--- config.mk ---
export PLATFORM = sky130hd
export DESIGN_NAME = pattern_gen
export DESIGN_NICKNAME = d
export VERILOG_FILES = /design/src/rtl/pattern_gen_pkg.sv /design/src/rtl/pattern_step.sv /design/src/rtl/pattern_gen.sv
export SDC_FILE = /design/constraint.sdc
export NUM_CORES = 1
export LEC_CHECK = 0
export BUFFER_PORTS_ARGS = -buffer_cell sky130_fd_sc_hd__buf_4
export CELL_PAD_IN_SITES_DETAIL_PLACEMENT = 1
export CELL_PAD_IN_SITES_GLOBAL_PLACEMENT = 2
export CORE_UTILIZATION = 35
export CTS_BUF_LIST = sky130_fd_sc_hd__clkbuf_2 sky130_fd_sc_hd__clkbuf_4 sky130_fd_sc_hd__clkbuf_8
export CTS_CLUSTER_DIAMETER = 30
export CTS_CLUSTER_SIZE = 20
export DETAILED_ROUTE_END_ITERATION = 10
export HOLD_SLACK_MARGIN = 0.03
export PLACE_DENSITY = 0.85
export SETUP_SLACK_MARGIN = 0.3
export SLEW_MARGIN = 30
export SYNTH_ARGS = -nofsm -noshare
export SYNTH_HDL_FRONTEND = slang
export SYNTH_SLANG_ARGS = --single-unit
--- constraint.sdc ---
create_clock -name clk -period 3.25 [get_ports clk]
set_input_delay 0.1625 -clock clk [delete_from_list [all_inputs] [get_ports clk]]
set_output_delay 0.1625 -clock clk [all_outputs]
set_load 0.02 [all_outputs]
--- src/rtl/pattern_gen_pkg.sv ---
// pattern_gen_pkg: mode and FSM state encodings shared by pattern_gen and pattern_step
package pattern_gen_pkg;
    typedef enum logic [1:0] {
        MODE_CONST = 2'd0,
        MODE_INC   = 2'd1,
        MODE_WALK  = 2'd2,
        MODE_LFSR  = 2'd3
    } mode_t;
    typedef enum logic [1:0] {
        ST_IDLE = 2'd0,
        ST_RUN  = 2'd1,
        ST_DONE = 2'd2
    } state_t;
endpackage

--- src/rtl/pattern_step.sv ---
// pattern_step: combinational next-value function for every pattern mode
module pattern_step
    import pattern_gen_pkg::*;
#(
    parameter int WIDTH = 32,
    parameter logic [WIDTH-1:0] POLY = WIDTH'(32'h8020_0003)
) (
    input  logic [1:0]       mode,
    input  logic [WIDTH-1:0] value,
    output logic [WIDTH-1:0] next_value
);
    always_comb begin
        next_value = mode_t'(mode) == MODE_INC  ? value + WIDTH'(1) :
                     mode_t'(mode) == MODE_WALK ? {value[WIDTH-2:0], value[WIDTH-1]} :
                     mode_t'(mode) == MODE_LFSR ? (value >> 1) ^ (value[0] ? POLY : '0) :
                     value;
    end
endmodule

--- src/rtl/pattern_gen.sv ---
// pattern_gen: burst pattern source with valid/ready output handshake
module pattern_gen
    import pattern_gen_pkg::*;
#(
    parameter int WIDTH = 32,
    parameter int LEN_W = 16,
    parameter logic [WIDTH-1:0] POLY = WIDTH'(32'h8020_0003)
) (
    input  logic             clk,
    input  logic             rst_n,
    input  logic             start,
    input  logic [1:0]       mode,
    input  logic [WIDTH-1:0] seed,
    input  logic [LEN_W-1:0] count,
    input  logic             abort,
    input  logic             out_ready,
    output logic             out_valid,
    output logic [WIDTH-1:0] out_data,
    output logic             out_last,
    output logic             busy,
    output logic             done
);
    state_t           state, state_nx;
    logic [1:0]       mode_q;
    logic [WIDTH-1:0] value, next_value, first_value;
    logic [LEN_W-1:0] remaining;
    logic             xfer, accept;

    pattern_step #(.WIDTH(WIDTH), .POLY(POLY)) u_step (
        .mode       (mode_q),
        .value      (value),
        .next_value (next_value)
    );

    assign out_valid = state == ST_RUN;
    assign busy      = state == ST_RUN;
    assign done      = state == ST_DONE;
    assign out_last  = out_valid && remaining == LEN_W'(1);
    assign out_data  = value;
    assign xfer      = out_valid && out_ready;
    assign accept    = state == ST_IDLE && start && count != '0;

    // a zero seed would lock walking-one and LFSR at zero forever
    always_comb begin
        first_value = (seed == '0 && (mode_t'(mode) == MODE_WALK || mode_t'(mode) == MODE_LFSR)) ? WIDTH'(1) : seed;
    end

    always_comb begin
        state_nx = state == ST_IDLE ? (start ? (count != '0 ? ST_RUN : ST_DONE) : ST_IDLE) :
                   state == ST_RUN  ? ((abort || (xfer && out_last)) ? ST_DONE : ST_RUN) :
                   ST_IDLE;
    end

    always_ff @(posedge clk or negedge rst_n) begin
        if (!rst_n) begin
            state     <= ST_IDLE;
            mode_q    <= '0;
            value     <= '0;
            remaining <= '0;
        end else begin
            state <= state_nx;
            if (accept) begin
                mode_q    <= mode;
                value     <= first_value;
                remaining <= count;
            end else if (xfer) begin
                value     <= next_value;
                remaining <= remaining - LEN_W'(1);
            end
        end
    end
endmodule

==> results of run 1 <==
[where the power goes]
part           internal, mW  total, mW  switching (mW)
logic                  1.06       2.40            1.34
registers             0.934       1.52           0.588
clock network         0.154      0.415           0.260
[placed cells by master (no fill, tap or decap), drive strengths merged, types with 9 or more instances in the layout]
cell      n
a21oi    44
inv      14
o21ai    29
nand4    14
nand2    62
nor3     21
nand3    19
nor2     35
nor2b     9
mux2i    22
a211oi   14
xnor2    13
nor4     15
buf     101
dfrtp    52
[sequential cells by signal, indices dropped and copies added (netlist names)]
| signal | count |
|---|---|
| mode_q | 2 |
| out_data | 32 |
| remaining | 16 |
| state | 2 |
[critical path: stages (launching register included)]
cell and delay [ns]:
dfrtp_1 0.59, ha_1 0.26, nand3_1 0.20, nor4_4 0.44, nand4_2 0.21, mux2i_1 0.16
a2111oi_0 0.39, nor3_1 0.10
[kinds of logic after synthesis]
family          share of synthesized area
fa+ha+maj                         0.01864
compound gates                     0.2377
xor+xnor                          0.04351
simple gates                       0.2626
mux                               0.05749
flops                              0.3232
buf+inv                           0.05687
[layout make-up]
cell class | instances | area, um^2
sequential | 52 | 1301
timing repair buffer | 102 | 780.7
clock inverter | 3 | 21.27
inverter | 13 | 48.80
fill | 1371 | 6130
tap | 140 | 175.2
clock buffer | 5 | 68.82
multi-input combinational | 396 | 2505
[per-layer routing]
metal,GRT usage,part of all wire,wire [um]
met1,0.3242,0.47,6481
met4,0.05429,0.0087,121
met5,0,0,0
met3,0.03288,0.040,553
met2,0.4016,0.48,6731
[worst max path at each step]
stage               slack [ns]      endpoint  depth (start not counted)   startpoint
detailed placement        0.77  out_data[16]                          7  out_data[0]
CTS                       0.74  out_data[16]                          7  out_data[0]
global placement          0.88  out_data[16]                          7  out_data[0]
finish                    0.77  out_data[16]                          7  out_data[0]
floorplan                 1.05  out_data[16]                          7  out_data[1]
global route              0.50  out_data[16]                          7  out_data[0]
[timing repair]
action,4_1_cts,5_1_grt
buffers inserted,0,0
gates resized for setup,0,0
hold buffers,1,0
endpoints found under the hold margin,52,0
[metrics by stage]
step | instance area (um^2) | std cells | hold slack, ns | power, mW | utilization
CTS | 4901 | 711 | 0.03707 | 4.359 | 0.4443
global route | 4901 | 711 | 0.04269 | 4.686 | 0.4443
floorplan | 4026 | 505 | -0.1331 | 3.064 | -
global placement | 4801 | 702 | 0.2810 | 3.855 | 0.4352
detailed placement | 4801 | 702 | 0.2728 | 3.935 | 0.4352
finish | 4901 | 711 | 0.04038 | 4.340 | 0.4443
==> results by group, run 1 <==
Detailed routing
  – DRC violations left: 0
  – DR pass1 iterations: 4
  – ANT nets after route: 0
  – Via-to-Cell Ratio: 5.844
  – Aggregate routed wire length: roughly 14 mm
  – Iter 0 DRT Violations: 182
  – Mean routed wirelength per cell: 19.53 um
  – Via count: 4,155

Synth
  – Async set-reset flop share out of synthesis: 1.000
  – Avg Cell Area, Syn: ~8 um^2
  – Leading register cell type out of synthesis: dfrtp_1
  – Post-synth EDFFs: 0
  – Synth cell count leaders: nand2_1 (62), dfrtp_1 (52), a21oi_1 (44)
  – Syn Std Cell Area: slightly above 4000 um^2
  – Synth top area share: 0.3232
  – Largest cells by area after synthesis: dfrtp_1 (32%), nand2_1 (5.8%), a21oi_1 (5.5%), mux2i_1 (5.5%), o21ai_0 (3.5%)
  – Most instantiated library cell after synthesis: nand2_1
  – Post-synth net total: 566
  – Cell type contributing the most total cell area after synthesis: dfrtp_1
  – Register area share after synthesis: 0.3232
  – Synth Warn #: 0
  – Yosys reg bits: between 50 and 60
  – Distinct cell type count after synthesis: 58
  – Mapped Cells: roughly 500

Timing
  – Setup TNS: 0 ns
  – Final hold violations: 0
  – RSZ-0062 raised after global routing: false
  – Time the final worst path needs with I/O delays and setup: 2.479 ns
  – Final max-slew violation count: 0
  – Slack of the critical path: just under 0.8 ns
  – Endpoints failing setup: 0
  – Transition time at the pin with the least slew margin: about 0.95 ns
  – Worst clock skew on the final layout: 0.006127 ns
  – Slew margin rel.: 0.3625
  – Maximum frequency from static timing analysis: ~400 MHz
  – Final cycle utilization of the critical path: 0.7627

Setup path
  – Type of element capturing the critical path: flip-flop
  – Type of origin of the critical path: flip-flop
  – Endpoint of the worst register-to-register path: out_data[16]
  – Worst path required time: between 3 and 4 ns
  – Arrival time of the worst setup path: ~2.7 ns
  – CP max FO: 9
  – Worst setup path category: reg -> reg
  – Worst setup slack for register-to-register paths: 0.77 ns
  – Number of cells traversed by the worst register-to-register path: 7
  – Startpoint of the worst register-to-register path: out_data[0]

Global route
  – Vias in the first global route: approximately 4,100
  – Largest net degree at the start of global routing: 53
  – Number of antenna violations at the first check in global routing: 0
  – Overall track demand over capacity in global routing: 0.2391
  – Wire length of the first global-routing pass: between 20 and 25 mm
  – Congestion Overflow GR: 0

Power and ir drop
  – Leakage power: 1.971 nW
  – Worst vdd ir: approximately 0.00042 V
  – Power density over the cells: 885.6 nW/um^2

Layout
  – Number of nets in the layout: 631
  – Antenna cells: 0
  – Layout cell share with drive strength beyond 1: 0.2154
  – Layout overhead on the synthesized area: 21.72%

Outcome
  – Run status: finished, final reports clean

Placed design
  – Pre-CTS setup slack: roughly 0.77 ns
  – RD Place Congestion: 0.8280
  – Placed wire-length estimate after detailed placement: 9.881 mm
  – Number of I/O port buffers: 90

CTS
  – Clock-pin transition on the worst setup and hold timing paths: 0.11 ns
  – TritonCTS clock tree: built
  – Number of clock buffers inserted by TritonCTS: 5
  – Htree depth: 2
  – Root buffer cell: clkbuf_8
  – Maximum count of clock buffers along a single path: 2
  – Later-pin clock latency in the skew report: 0.33 ns
  – Number of clock sinks: 52

Job
  – Max-capacitance violation count: 0

Worst hold path
  – End of the worst hold path: out_data[6]
  – Hold WC Path Type: in -> reg
  – Startpoint of the worst hold path: seed[6]
  – Worst hold path stage count: 3

Floorplan
  – Number of primary I/O pins: 91
  – Placement Rows: 38
  – Starting utilization of the core area: 0.3650
  – Area of the core: around 11,000 um^2
  – Die width: approximately 110 um
  – Die area: 11,940 um^2
  – Y dimension of the die: roughly 110 um
Note: power is estimated with default switching activity, not from simulation.
==> run 2: changes to the inputs <==
--- a/config.mk
+++ b/config.mk
@@ -8,13 +8,13 @@
 export BUFFER_PORTS_ARGS = -buffer_cell sky130_fd_sc_hd__buf_4
 export CELL_PAD_IN_SITES_DETAIL_PLACEMENT = 1
 export CELL_PAD_IN_SITES_GLOBAL_PLACEMENT = 2
-export CORE_UTILIZATION = 35
+export CORE_UTILIZATION = 32
 export CTS_BUF_LIST = sky130_fd_sc_hd__clkbuf_2 sky130_fd_sc_hd__clkbuf_4 sky130_fd_sc_hd__clkbuf_8
 export CTS_CLUSTER_DIAMETER = 30
 export CTS_CLUSTER_SIZE = 20
 export DETAILED_ROUTE_END_ITERATION = 10
 export HOLD_SLACK_MARGIN = 0.03
-export PLACE_DENSITY = 0.85
+export PLACE_DENSITY = 0.79
 export SETUP_SLACK_MARGIN = 0.3
 export SLEW_MARGIN = 30
 export SYNTH_ARGS = -nofsm -noshare
==> constraint.sdc (replaced) <==
create_clock -name clk -period 2.36 [get_ports clk]
set_input_delay 0.118 -clock clk [delete_from_list [all_inputs] [get_ports clk]]
set_output_delay 0.118 -clock clk [all_outputs]
set_load 0.02 [all_outputs]
==> results by group, run 2 (synthesis results as in run 1) <==
Layout
  – Post-layout util: 0.4619
  – Layout overhead on the synthesized area: 39.53%
  – Number of nets in the layout: 684
  – Filler-free cell count of the finished design: 792
  – Antenna cells: 0
  – Number of flip-flops under the largest register name: 32
  – Most frequent cells in the layout: buf_4 (116), nand2_1 (61), a21oi_1 (44), dfrtp_1 (44), nor2_1 (34)
  – Layout cell share with drive strength beyond 1: 0.2740
  – Post-route cell area: 5618 um^2
  – Leading cell type in the layout, fill and taps excluded: buf_4

Setup path
  – Arrival time of the worst setup path: ~1.9 ns
  – Launch point of the critical path: remaining[8]
  – Number of cells traversed by the worst register-to-register path: 7
  – CP max FO: 4
  – Worst path required time: approximately 2.2 ns
  – Type of origin of the critical path: flip-flop
  – Endpoint of the worst register-to-register path: out_data[19]
  – Worst setup path category: reg -> out
  – Type of element capturing the critical path: output port
  – Worst setup slack for register-to-register paths: about 0.37 ns
  – Startpoint of the worst register-to-register path: out_data[1]

Floorplan
  – Area of the core: between 10,000 and 15,000 um^2
  – Y dimension of the die: approximately 110 um
  – Die area: 13,030 um^2
  – Die width: roughly 110 um
  – Number of primary I/O pins: just over 90
  – Starting utilization of the core area: 0.3311
  – Placement Rows: 40

Power and ir drop
  – Total power draw: 6.603 mW
  – Worst vdd ir: 0.0005099 V
  – Power dissipated by switching net loads: approximately 3.2 mW
  – Power share of the sequential group: 0.302
  – Clock group share of total power: 0.088
  – Part of the power in combinational logic: 0.610
  – Fraction of power spent switching nets: 0.4907
  – Power density over the cells: ~1200 nW/um^2
  – Leakage power: 2.239 nW
  – Internal power contribution: between 3 and 4 mW

CTS
  – Number of clock buffers inserted by TritonCTS: 5
  – Clock-pin transition on the worst setup and hold timing paths: ~0.11 ns
  – TritonCTS clock tree: built
  – Maximum count of clock buffers along a single path: 2
  – Root buffer cell: clkbuf_8
  – Number of clock sinks: 52
  – Htree depth: 2
  – Later-pin clock latency in the skew report: 0.34 ns

Worst hold path
  – Hold WC Path Type: in -> reg
  – Startpoint of the worst hold path: seed[29]
  – End of the worst hold path: out_data[29]
  – Worst hold path stage count: 3

Timing
  – Transition time at the pin with the least slew margin: 0.7412 ns
  – Setup TNS: 0 ns
  – Worst clock skew on the final layout: around 0.011 ns
  – RSZ-0062 raised after global routing: true
  – Slew margin rel.: 0.5059
  – Time the final worst path needs with I/O delays and setup: between 2 and 2.5 ns
  – Maximum frequency from static timing analysis: 490.9 MHz
  – Final cycle utilization of the critical path: 0.8632
  – Final hold violations: 0
  – Final max-slew violation count: 0
  – Endpoints failing setup: 0

Placed design
  – Number of I/O port buffers: 90
  – Number of placed instances with taps included: roughly 740
  – Placed wire-length estimate after detailed placement: between 10 and 15 mm
  – RD Place Congestion: 0.7879
  – Standard cell area after detailed placement: about 5000 um^2

Detailed routing
  – ANT nets after route: 0
  – Mean routed wirelength per cell: ~19 um
  – DRC violations left: 0
  – Top Layer Used: met4
  – WL met2: roughly 7.3 mm
  – Aggregate routed wire length: approximately 15 mm
  – Iter 0 DRT Violations: approximately 250
  – M1 wire length: just over 7 mm
  – Routed wl met3: ~550 um
  – DR pass1 iterations: 4
  – Via count: roughly 4,400
  – Via-to-Cell Ratio: about 5.5

Global route
  – Wire length of the first global-routing pass: ~25 mm
  – Number of antenna violations at the first check in global routing: 0
  – Congestion Overflow GR: 0
  – Vias in the first global route: ~4,600
  – Largest net degree at the start of global routing: 53
  – Overall track demand over capacity in global routing: 0.2401

Job
  – Max-capacitance violation count: 0

Outcome
  – Run status: finished, final reports clean
[run 2: cell type report]
type	instances	area [um^2]
timing repair buffer	155	1315
multi-input combinational	396	2640
fill	1463	6544
tap	168	210.2
clock buffer	6	76.32
sequential	52	1311
clock inverter	2	16.27
inverter	13	48.80
[run 2: how the worst max path moves through the flow]
stage / to / slack [ns]
after global placement: out_data[19] / 0.25
final: out_last / 0.32
after global routing: out_last / 0.25
after detailed placement: out_data[19] / 0.22
after floorplan: out_data[16] / 0.29
after CTS: out_data[16] / 0.31
[run 2: power by group through the flow]
| stage | Sequential, mW | Clock, mW | Combinational, mW |
|---|---|---|---|
| 2_1_floorplan | 2.06 | 0 | 2.21 |
| 3_3_place_gp | 1.95 | 0 | 3.63 |
| 3_5_place_dp | 1.98 | 0 | 3.70 |
| 4_1_cts | 1.96 | 0.603 | 3.86 |
| 5_1_grt | 2.06 | 0.634 | 4.40 |
| 6_report | 2.00 | 0.581 | 4.02 |
[run 2: worst max-delay path: stages, from the launching register on]
cell and delay (ns):
dfrtp_1 0.43, or4_4 0.57, nor4_4 0.21, and3_4 0.24, buf_4 0.14
[run 2: through the flow]
step / hold slack (ns) / setup WS, ns
floorplan: -0.1776 / 0.2946
global placement: 0.2385 / 0.2455
detailed placement: 0.2418 / 0.2156
CTS: 0.03000 / 0.3062
global route: 0.03974 / 0.2487
finish: 0.03691 / 0.3229
[run 2: layer usage]
| layer | vias to the layer above | track usage |
|---|---|---|
| met5 | - | 0 |
| met1 | 2173 | 0.3268 |
| met4 | 0 | 0.06407 |
| met2 | 101 | 0.4040 |
| met3 | 11 | 0.02647 |
| li1 | 2098 | - |
[run 2: repair_timing]
action	CTS	global route
pin swaps	1	3
buffers inserted	5	4
endpoints found under the hold margin	82	0
endpoints found under the setup margin	8	28
hold buffers	31	0
resized for setup	6	22
